### config.mk
export PLATFORM = sky130hd
export DESIGN_NAME = imul_iter_4b
export DESIGN_NICKNAME = d
export VERILOG_FILES = /design/src/rtl/imul_iter_4b.sv
export SDC_FILE = /design/constraint.sdc
export NUM_CORES = 1
export LEC_CHECK = 0
export CAP_MARGIN = 20
export CELL_PAD_IN_SITES_DETAIL_PLACEMENT = 1
export CELL_PAD_IN_SITES_GLOBAL_PLACEMENT = 1
export CORE_MARGIN = 5
export CORE_UTILIZATION = 42
export CTS_BUF_LIST = sky130_fd_sc_hd__clkbuf_16
export DETAILED_ROUTE_END_ITERATION = 10
export HOLD_SLACK_MARGIN = 0.08
export PLACE_DENSITY_LB_ADDON = 0.1
export SYNTH_ARGS = -nofsm -noshare
export SYNTH_HDL_FRONTEND = slang
export SYNTH_SLANG_ARGS = --single-unit
### constraint.sdc
create_clock -name clk -period 2.95 [get_ports clk]
set_input_delay 0.7375 -clock clk [delete_from_list [all_inputs] [get_ports clk]]
set_output_delay 0.7375 -clock clk [all_outputs]
set_load 0.02 [all_outputs]
### src/rtl/imul_iter_4b.sv
// Iterative shift-and-add unsigned multiplier with val/rdy operand and product streams.
// One product per NBITS+2 cycles; prod mirrors the accumulator at all times.
//
//   state | meaning
//   ------+--------------------------------------------------------------
//   IDLE  | ready for operands; prod holds the last product
//   CALC  | NBITS shift/add steps, one per cycle, no early exit
//   DONE  | product valid; holds until the consumer takes it
module imul_iter_4b #(
  parameter int NBITS = 4
) (
  input  logic               clk,
  input  logic               reset,
  input  logic               istream_val,
  output logic               istream_rdy,
  input  logic [NBITS-1:0]   in0,
  input  logic [NBITS-1:0]   in1,
  output logic               ostream_val,
  input  logic               ostream_rdy,
  output logic [2*NBITS-1:0] prod
);

  localparam int CNT_W = $clog2(NBITS) + 1;

  typedef enum logic [1:0] {
    IDLE = 2'd0,
    CALC = 2'd1,
    DONE = 2'd2
  } state_t;

  state_t               state;
  state_t               state_nx;
  logic [2*NBITS-1:0]   a;
  logic [NBITS-1:0]     b;
  logic [2*NBITS-1:0]   res;
  logic [CNT_W-1:0]     cnt;
  logic                 last_step;

  assign last_step = (cnt == CNT_W'(NBITS - 1));

  always_ff @(posedge clk) begin
    if (reset) begin
      state <= IDLE;
    end else begin
      state <= state_nx;
    end
  end

  // Handshake outputs depend on state only, never on the incoming val/rdy.
  always_comb begin
    state_nx    = state;
    istream_rdy = 1'b0;
    ostream_val = 1'b0;
    case (state)
      IDLE: begin
        istream_rdy = 1'b1;
        if (istream_val) state_nx = CALC;
      end
      CALC: begin
        if (last_step) state_nx = DONE;
      end
      DONE: begin
        ostream_val = 1'b1;
        if (ostream_rdy) state_nx = IDLE;
      end
      default: state_nx = IDLE;
    endcase
  end

  // Each register picks between its load value (accept) and its shifted value (CALC).
  always_ff @(posedge clk) begin
    if (reset) begin
      a   <= '0;
      b   <= '0;
      res <= '0;
      cnt <= '0;
    end else begin
      case (state)
        IDLE: begin
          if (istream_val) begin
            a   <= {{NBITS{1'b0}}, in0};
            b   <= in1;
            res <= '0;
            cnt <= '0;
          end
        end
        CALC: begin
          if (b[0]) res <= res + a;
          a   <= a << 1;
          b   <= b >> 1;
          cnt <= cnt + CNT_W'(1);
        end
        default: begin
        end
      endcase
    end
  end

  assign prod = res;

endmodule

# Word-level counts from Yosys, hierarchy flattened
# Index checks and enable logic that the tools add are counted.
[totals]
output_inout_bits = 10
ff_bits = 25
[classes]
add_sub_neg = 2
n_reduce_logical = 5
n_eq_ne = 7
mux = 15
[op_table]
columns = ["operator", "n"]
rows = [
  ["one-hot mux 8 bit (2 select lines)", 2],
  ["two-way mux 8 bit", 3],
  ["adder 8 bit", 1],
  ["inequality test 2 bit (second input constant)", 4],
  ["one-hot mux 4 bit (2 select lines)", 1],
  ["two-way mux 2 bit", 3],
  ["one-hot mux 2 bit (3 select lines)", 1],
  ["one-hot mux 3 bit (2 select lines)", 1],
  ["AND reduction 3 bit", 2],
  ["two-way mux 4 bit", 1],
  ["adder 3 x 1 -> 3 bit (second input constant)", 1],
  ["equality test 3 x 2 -> 1 bit (second input constant)", 1],
  ["two-way mux 3 bit", 1],
  ["equality test 2 x 1 -> 1 bit (second input constant)", 1],
  ["equality test 2 bit (second input constant)", 1],
  ["zero test 2 bit", 1],
  ["two-way mux 1 bit", 2],
  ["AND reduction 2 bit", 1],
  ["nonzero test 2 bit", 1],
]

# Longest topological paths before layout
# Gate-level depths: netlist of the first run.
[depth]
ltp_word = 3
ltp_mapped = 7
depth_no_buf = 7

# Worst setup path after synthesis of the first run
# Ideal clock, no wire load.
[synth_timing]
path_type = "flip-flop to flip-flop"
startpoint = "register res[0], in the netlist prod[0]"
endpoint = "register res[6], in the netlist prod[6]"
path_stages_with_launch = 8
setup_ps = 122
synth_period_minus_slack_ps = 1737
arrival_time_ps = 1616
slack_ps = 1213
required_ps = 2828
path_buffers = 0
cell_sequence = "dfxtp_1 > ha_1 > fa_1 > a21oi_1 > o21ai_0 > a21oi_1 > xor2_1 > o21ai_0"
[synth_between]
elab_chain_len = 3
[synth_lines]
columns = ["item", "line_no", "source"]
rows = [
  ["start: declaration", "35", "logic [2*NBITS-1:0] res;"],
  ["start signal: assignment", "88", "if (b[0]) res <= res + a;"],
  ["adder 8 bit", "88", ""],
  ["two-way mux 8 bit", "88", ""],
  ["one-hot mux 8 bit (2 select lines)", "78", "case (state)"],
]
# No other way between the ends. The select of a mux whose other input is x is not followed.
# A chain may end at the register's enable or synchronous reset.

# Worst setup path in the final report of the first run
[layout_timing]
startpoint = "register state[1]"
endpoint = "output ostream_val"
[layout_between]
elab_chain_len = 2
[layout_lines]
columns = ["item", "line_no", "source"]
rows = [
  ["start: declaration", "31", "state_t state;"],
  ["start signal: assignment", "45", "state <= state_nx;"],
  ["equality test 2 bit", "54", "case (state)"],
  ["two-way mux 1 bit", "54", ""],
  ["end: declaration", "18", "output logic ostream_val,"],
]
# No other way between the ends.

==> reports/qor.csv, run 1 <==
metric,value,unit
status,"finished, final reports clean",
vias in the first global route,1253,
critical path type,flip-flop to primary output,
hold path depth,1,
register area share after synthesis,38.2,%
delay of the slowest critical-path stage,600,ps
"Reg clk slew, reported paths",60,ps
Lkg Pwr,0.654,nW
number of diodes,0,
root buf cell,clkbuf_16,
Hold Path Class,flip-flop to flip-flop,
Post-synth ARST share,0,%
Synth top area share,38.2,%
CTS Buf Count,3,
DIE WIDTH,65.8,µm
Syn Area/Cell,8.78,µm²
FF-to-FF path depth,7,
critical path required time,2210,ps
Power Dens Cells,480,mW/mm²
Die Span Y,65.8,µm
I/O Buffers,21,
relative slew slack,71.9,%
share of layout cells above drive strength 1,5.95,%
"top cells by area, synth","dfxtp_1 38%, ha_1 8.6%, nor2_1 7.2%, nand2_1 4.9%, a22oi_1 3.4%",
Nets,191,
Fillers,361,
Setup crit end kind,primary output,
initial antenna violation count,0,
First DRT Iteration DRCs,42,
Critical Path Source Type,flip-flop,
post-synthesis net count,171,
I/O pins,22,
final hold viol count,0,
detailed-route via count,1133,
mapped cell area,0.00131,mm²
synth-to-layout area growth,22.4,%
CP Max Fanout,10,
Yosys cell types,38,
initial core utilization,43.2,%
Clock Skew,2.91,ps
Rows,20,
max-cap violation count,0,
Max Clk Rate,422,MHz
routed wire length,3150,µm
slowest stage cell on the critical path,clkdlybuf4s50_1,
All-Layer GR Usage,16.8,%
drt wl/cell,14.8,µm
Final Cycle Share,80.3,%
VDD IR max,0.206,mV
Final setup viols,0,
Remaining DRCs,0,
post-CTS resize count,0,
first-pass GRT wire length,5600,µm
routability congestion estimate,0.822,
Synth Flop Type,dfxtp_1,
"Slew Viols, Final",0,
postcts setup bufs,0,
YS warnings,0,
hold_ws,476,ps
DP HPWL,2420,µm
min cycle time layout,2370,ps
Clock Tree Buf Depth,2,
post-synth top area cell,dfxtp_1,
crit path DAT,1630,ps
number of clock sinks,25,
clk_lat worst skew,260,ps
H-tree levels,1,
grt ovf,0,
core box area,0.00303,mm²
largest net degree at the start of global routing,18,
TNS Setup,0,ps
Vias/cell,5.34,
number of synthesized flops with an enable pin,0,
Pre-antenna DRT Iters,4,
Final ANT Viol Nets,0,
Synth Register Bits,25,
RSZ-0062 raised after global routing,no,
CTS tree,done,
Syn Inst Count,149,
worst slew pin tran,421,ps
Die Footprint,0.00433,mm²
hold buffer count at cts,0,
Post-synth top cells,"25 x dfxtp_1, 25 x nor2_1, 17 x nand2_1",
crit path cell chain,and2b_1 > clkdlybuf4s50_1,
-- worst paths after layout --
check | endpoint | from | slack [ps]
max reg2reg | prod[6] | a[0] | 1020
min | cnt[0] | cnt[0] | 480
max | ostream_val | state[1] | 580
min reg2reg | cnt[0] | cnt[0] | 480
-- cell families after synthesis --
logic type / share of synthesized area, %
XOR/XNOR: 4.02
AND/OR/NAND/NOR: 19.0
flip-flops: 38.2
AO/OA/AOI/OAI: 21.2
buffers and inverters: 6.60
multiplexers: 0.765
adder cells (fa/ha/maj): 10.1
-- area by class of cell --
cell class | count | area, µm² | share of cell area [%]
Tap cell | 44 | 55.1 | 3.44
Clock buffer | 3 | 75.1 | 4.69
Sequential cell | 25 | 500 | 31.2
Multi-Input combinational cell | 111 | 722 | 45.1
Clock inverter | 1 | 5.00 | 0.312
Timing Repair Buffer | 23 | 225 | 14.1
Inverter | 5 | 18.8 | 1.17
-- power breakdown --
| group | total (mW) | switching, mW | internal [mW] |
|---|---|---|---|
| sequential | 0.366 | 0.0147 | 0.352 |
| combinational | 0.0991 | 0.0547 | 0.0444 |
| clock | 0.303 | 0.121 | 0.183 |
| total | 0.769 | 0.190 | 0.579 |
-- critical path: cells and delay by family, from the launching register on --
kind                   cells  cell delay (ps)
DFF                        1              570
and+or+nand+nor            1              200
buffers and inverters      1              600
-- routing by layer --
metal,vias up,track usage [%],wire (µm)
met4,0,6.74,61
li1,566,-,-
met3,7,3.23,95
met2,20,29.4,1500
met5,-,0,0
met1,540,20.0,1490
-- sequential cells by signal, summed over array words and instances, names as in the netlist --
| signal | cells |
|---|---|
| state | 2 |
| prod | 8 |
| a | 8 |
| cnt | 3 |
| b | 4 |
-- metrics by stage --
stage / util [%] / total power, mW / cell area (µm²) / instances / setup slack (ps)
after floorplan: - / 0.442 / 1310 / 149 / 1210
after global placement: 50.2 / 0.468 / 1520 / 208 / 883
after global routing: 52.9 / 0.813 / 1600 / 212 / 477
after detailed placement: 50.2 / 0.473 / 1520 / 208 / 840
final: 52.9 / 0.769 / 1600 / 212 / 580
after CTS: 52.9 / 0.779 / 1600 / 212 / 576
-- cell usage in the layout (no fill, tap or decap), types with 2 or more instances in the layout --
| cell | count |
|---|---|
| a22oi_1 | 6 |
| o21ai_0 | 5 |
| a21o_1 | 2 |
| a32oi_1 | 4 |
| ha_1 | 9 |
| clkbuf_16 | 3 |
| a311oi_1 | 5 |
| xor2_1 | 2 |
| nand2b_1 | 2 |
| a21oi_1 | 7 |
| clkdlybuf4s50_1 | 21 |
| o21ai_1 | 2 |
| nand3_1 | 2 |
| nor3_1 | 2 |
| a211oi_1 | 2 |
| nor2_1 | 25 |
| xnor2_1 | 4 |
| inv_1 | 5 |
| dfxtp_1 | 25 |
| nand2_1 | 17 |
| buf_4 | 2 |
Power figures use the tool's default switching activity.
==> inputs of run 2 (changes only) <==
Settings changed: CORE_UTILIZATION 42 to 35.
Clock period 2.95 ns to 2 ns, I/O delays scaled along.
==> run 2 against run 1 <==
Compared with the run above:
- via count down 1.7%
- total power up 46%
- final cell count up 1.9%
- cell area up 0.23%
- count of clock-buffer cells in the layout unchanged
- register-to-register slack worse by 870 ps
- non-clock buffer count unchanged
- core utilization down 8.7 points
- global-route usage down 3.2 points
- combinational power up 43%
- first-iteration DRC count down 55%
- largest cell class unchanged
- largest power group unchanged
==> reports/qor.csv, run 2 (synthesized netlist as in run 1, its figures left out) <==
metric,value,unit
hold_ws,474,ps
Final WS setup,73.6,ps
max-cap violation count,0,
post-route cell area,0.00161,mm²
I/O pins,22,
RSZ-0062 raised after global routing,no,
Max Clk Rate,519,MHz
Min-Delay Endpoint,cnt[0],
Final Cycle Share,96.3,%
crit path DAT,1430,ps
critical path required time,1500,ps
H-tree levels,1,
Final ANT Viol Nets,0,
Critical Path Source Type,flip-flop,
worst reg2reg setup slack,150,ps
slowest stage cell on the critical path,clkdlybuf4s50_1,
DIE WIDTH,71.2,µm
dpl ws,73.9,ps
r2r endpoint,prod[6],
FF-to-FF path depth,7,
Hold Path Class,flip-flop to flip-flop,
"Slew Viols, Final",0,
DP Area,0.00153,mm²
reg2reg start,a[0],
routability congestion estimate,0.738,
initial antenna violation count,0,
core box area,0.00363,mm²
Setup crit end kind,primary output,
grt ovf,0,
Nets,191,
Die Span Y,71.2,µm
number of diodes,0,
post-CTS resize count,1,
I/O Buffers,21,
routed wire length,3240,µm
postcts setup bufs,0,
Die Footprint,0.00506,mm²
hold buffer count at cts,0,
"Reg clk slew, reported paths",60,ps
min cycle time layout,1930,ps
Fillers,462,
CP Max Fanout,8,
initial core utilization,36.0,%
CP startpoint,state[0],
post-layout util,44.2,%
Vias/cell,5.16,
largest net degree at the start of global routing,21,
DP HPWL,2540,µm
relative slew slack,71.4,%
crit path cell chain,and2b_1 > clkdlybuf4s50_1,
vias in the first global route,1191,
most frequent cells in the layout,"25 x nor2_1, 24 x dfxtp_1, 20 x clkdlybuf4s50_1",
Remaining DRCs,0,
CTS tree,done,
Power Dens Cells,699,mW/mm²
number of clock sinks,25,
critical path type,flip-flop to primary output,
status,"finished, final reports clean",
Pre-antenna DRT Iters,4,
Lkg Pwr,0.656,nW
"most common cell after layout, fill and taps aside",nor2_1,
All-Layer GR Usage,13.6,%
min-delay src,cnt[0],
first-pass GRT wire length,5590,µm
clk_lat worst skew,250,ps
CTS Buf Count,3,
drt wl/cell,15.0,µm
delay of the slowest critical-path stage,600,ps
Clock Skew,2.93,ps
root buf cell,clkbuf_16,
VDD IR max,0.273,mV
Final setup viols,0,
Clock Tree Buf Depth,2,
hold path depth,1,
final hold viol count,0,
worst slew pin tran,429,ps
detailed-route via count,1114,
Rows,22,
share of layout cells above drive strength 1,5.95,%
synth-to-layout area growth,22.7,%
TNS Setup,0,ps
First DRT Iteration DRCs,19,
[run 2: changes by cell type in the layout (fill, tap and decap cells not counted), sizes merged]
cell and change:
clkdlybuf4s50 -1, clkinv -1, dlygate4sd2 +1, inv +1
[run 2: through the flow]
stage / power, mW / cells
floorplan: 0.652 / 149
global placement: 0.693 / 212
detailed placement: 0.699 / 212
CTS: 1.14 / 216
global route: 1.18 / 216
finish: 1.12 / 216
[run 2: area by class of cell]
class	count	area [µm²]	share of cell area, %
timing repair buffer	23	224	14.0
sequential	25	502	31.3
tap	48	60.1	3.74
multi-input combinational	111	722	45.0
clock inverter	1	3.75	0.234
inverter	5	18.8	1.17
clock buffer	3	75.1	4.68
[run 2: layer usage]
metal,global-route usage [%],part of all wire [%],vias to the layer above
li1,-,-,567
met1,16.7,45,534
met2,24.6,52,11
met3,2.41,2.1,2
met4,3.13,0.52,0
met5,0,0,-
[run 2: worst max-delay path by stage]
stage | endpoint | cells past startpoint
floorplan | prod[6] | 7
global placement | prod[4] | 5
detailed placement | a[1] | 5
CTS | ostream_val | 2
global route | prod[6] | 7
finish | ostream_val | 2
[run 2: where the power goes]
part           switching (mW)  total (mW)  internal (mW)  leakage [nW]
Combinational          0.0797       0.142         0.0627         0.409
Clock                   0.172       0.439          0.267        0.0423
Sequential             0.0214       0.540          0.519         0.204
Total                   0.273        1.12          0.849         0.656
[run 2: worst max-delay path, delay by kind of cell (launching register included)]
family	cells	cell delay, ps
buffers and inverters	1	600
flip-flops	1	350
AND/OR/NAND/NOR	1	220
==> inputs of run 3 (changes only) <==
Settings changed: CAP_MARGIN 20 to 0, CORE_UTILIZATION 35 to 39.
Clock period 2 ns to 1.8 ns, I/O delays scaled along.
==> run 3 against run 2 <==
Compared with the run above:
- global-route usage increased by 2.0 points
- sequential power grew 11%
- cell area grew 3.2%
- final cell count grew 1.9%
- critical path depth fell by 1
- via count is 1.9% higher
- die area shrank 8.8%
- sequential share of layout area is 1.0 points lower
- routed wire length shrank 2.8%
- register-to-register slack worse by 20 ps
- hold slack improved by 12 ps
- first-iteration DRC count up 58%
- critical path type unchanged
- critical endpoint is now prod[7]
==> reports/qor.csv, run 3 (synthesized netlist as in run 1, its figures left out) <==
metric,value,unit
status,"finished, final reports clean",
DIE WIDTH,67.9,µm
crit path DAT,1260,ps
GRT Max-Usage Layer,met2,
Max Clk Rate,583,MHz
Clock Skew,4.19,ps
max-cap violation count,0,
detailed-route via count,1135,
initial core utilization,39.8,%
root buf cell,clkbuf_16,
Die Footprint,0.00461,mm²
CP Max Fanout,4,
critical path's top delay family,buffers and inverters,
post-layout util,50.4,%
share of layout cells above drive strength 1,9.77,%
"Slew Viols, Final",0,
routed wire length,3150,µm
TNS Setup,0,ps
Vias/cell,5.16,
Final Cycle Share,95.3,%
Final setup viols,0,
Lkg Pwr,0.726,nW
post-CTS resize count,2,
grt ovf,0,
VDD IR max,0.314,mV
critical path type,flip-flop to primary output,
met2 Use GR,26.8,%
dpl ws,19.2,ps
hold_ws,485,ps
Rows,21,
All-Layer GR Usage,15.7,%
worst slew pin tran,426,ps
I/O pins,22,
Final WS setup,85.3,ps
vias in the first global route,1197,
largest net degree at the start of global routing,18,
critical path required time,1350,ps
Hold Path Class,flip-flop to flip-flop,
hold buffer count at cts,0,
core box area,0.00328,mm²
relative slew slack,71.6,%
Setup crit end kind,primary output,
slowest stage cell on the critical path,clkdlybuf4s50_1,
Die Span Y,67.9,µm
drt wl/cell,14.3,µm
Remaining DRCs,0,
met1 Resource Use GR,19.7,%
crit path cell chain,clkdlybuf4s50_1,
CTS tree,done,
postcts setup bufs,0,
worst reg2reg setup slack,130,ps
H-tree levels,1,
Critical Path Source Type,flip-flop,
DP HPWL,2480,µm
clk_lat worst skew,260,ps
"Reg clk slew, reported paths",60,ps
number of diodes,0,
WP buf/inv,1,
final cell count without fillers,220,
initial antenna violation count,0,
First DRT Iteration DRCs,30,
min cycle time layout,1710,ps
Nets,197,
RSZ-0062 raised after global routing,no,
Power Dens Cells,759,mW/mm²
Final ANT Viol Nets,0,
I/O Buffers,21,
Pre-antenna DRT Iters,3,
final hold viol count,0,
first-pass GRT wire length,5470,µm
synth-to-layout area growth,26.6,%
Clock Tree Buf Depth,2,
M3 GR Usage,2.79,%
delay of the slowest critical-path stage,620,ps
placed cell count,216,
most frequent cells in the layout,"25 x nor2_1, 25 x dfxtp_1, 17 x nand2_1, 17 x clkdlybuf4s50_1, 9 x ha_1",
number of clock sinks,25,
routability congestion estimate,0.813,
CTS Buf Count,3,
==> run 3: cell count changes in the layout (fill, tap and decap cells not counted), sizes merged <==
cell,delta
buf,+6
clkdlybuf4s50,-3
dlygate4sd2,+1
dlymetal6s2s,+2
==> run 3: area by class of cell <==
type                       count  area, µm²
timing repair buffer          29        273
tap                           46       57.6
sequential                    25        500
clock buffer                   3       75.1
fill                         398       1630
inverter                       5       18.8
multi-input combinational    111        728
clock inverter                 1       3.75
==> run 3: per-stage QoR <==
stage	cell area (µm²)	total power, mW
floorplan	1310	0.725
global placement	1570	0.778
detailed placement	1570	0.784
CTS	1650	1.27
global route	1660	1.32
finish	1660	1.26
==> run 3: worst paths after layout <==
check                 end  cells past startpoint  startpoint
setup reg to reg  prod[6]                      7        a[0]
setup / recovery  prod[7]                      1     prod[7]
hold reg to reg      b[0]                      2        b[1]
hold / removal       b[0]                      2        b[1]
==> run 3: per-layer routing <==
layer,wire length [µm],up-vias
met4,21,0
met5,0,-
li1,-,578
met3,95,2
met2,1580,13
met1,1450,542
==> run 3: report_power, final <==
| part | switching (mW) | leakage, nW | total (mW) | internal (mW) |
|---|---|---|---|---|
| clock | 0.192 | 0.0423 | 0.488 | 0.297 |
| combinational | 0.0921 | 0.480 | 0.171 | 0.0785 |
| sequential | 0.0229 | 0.204 | 0.599 | 0.576 |
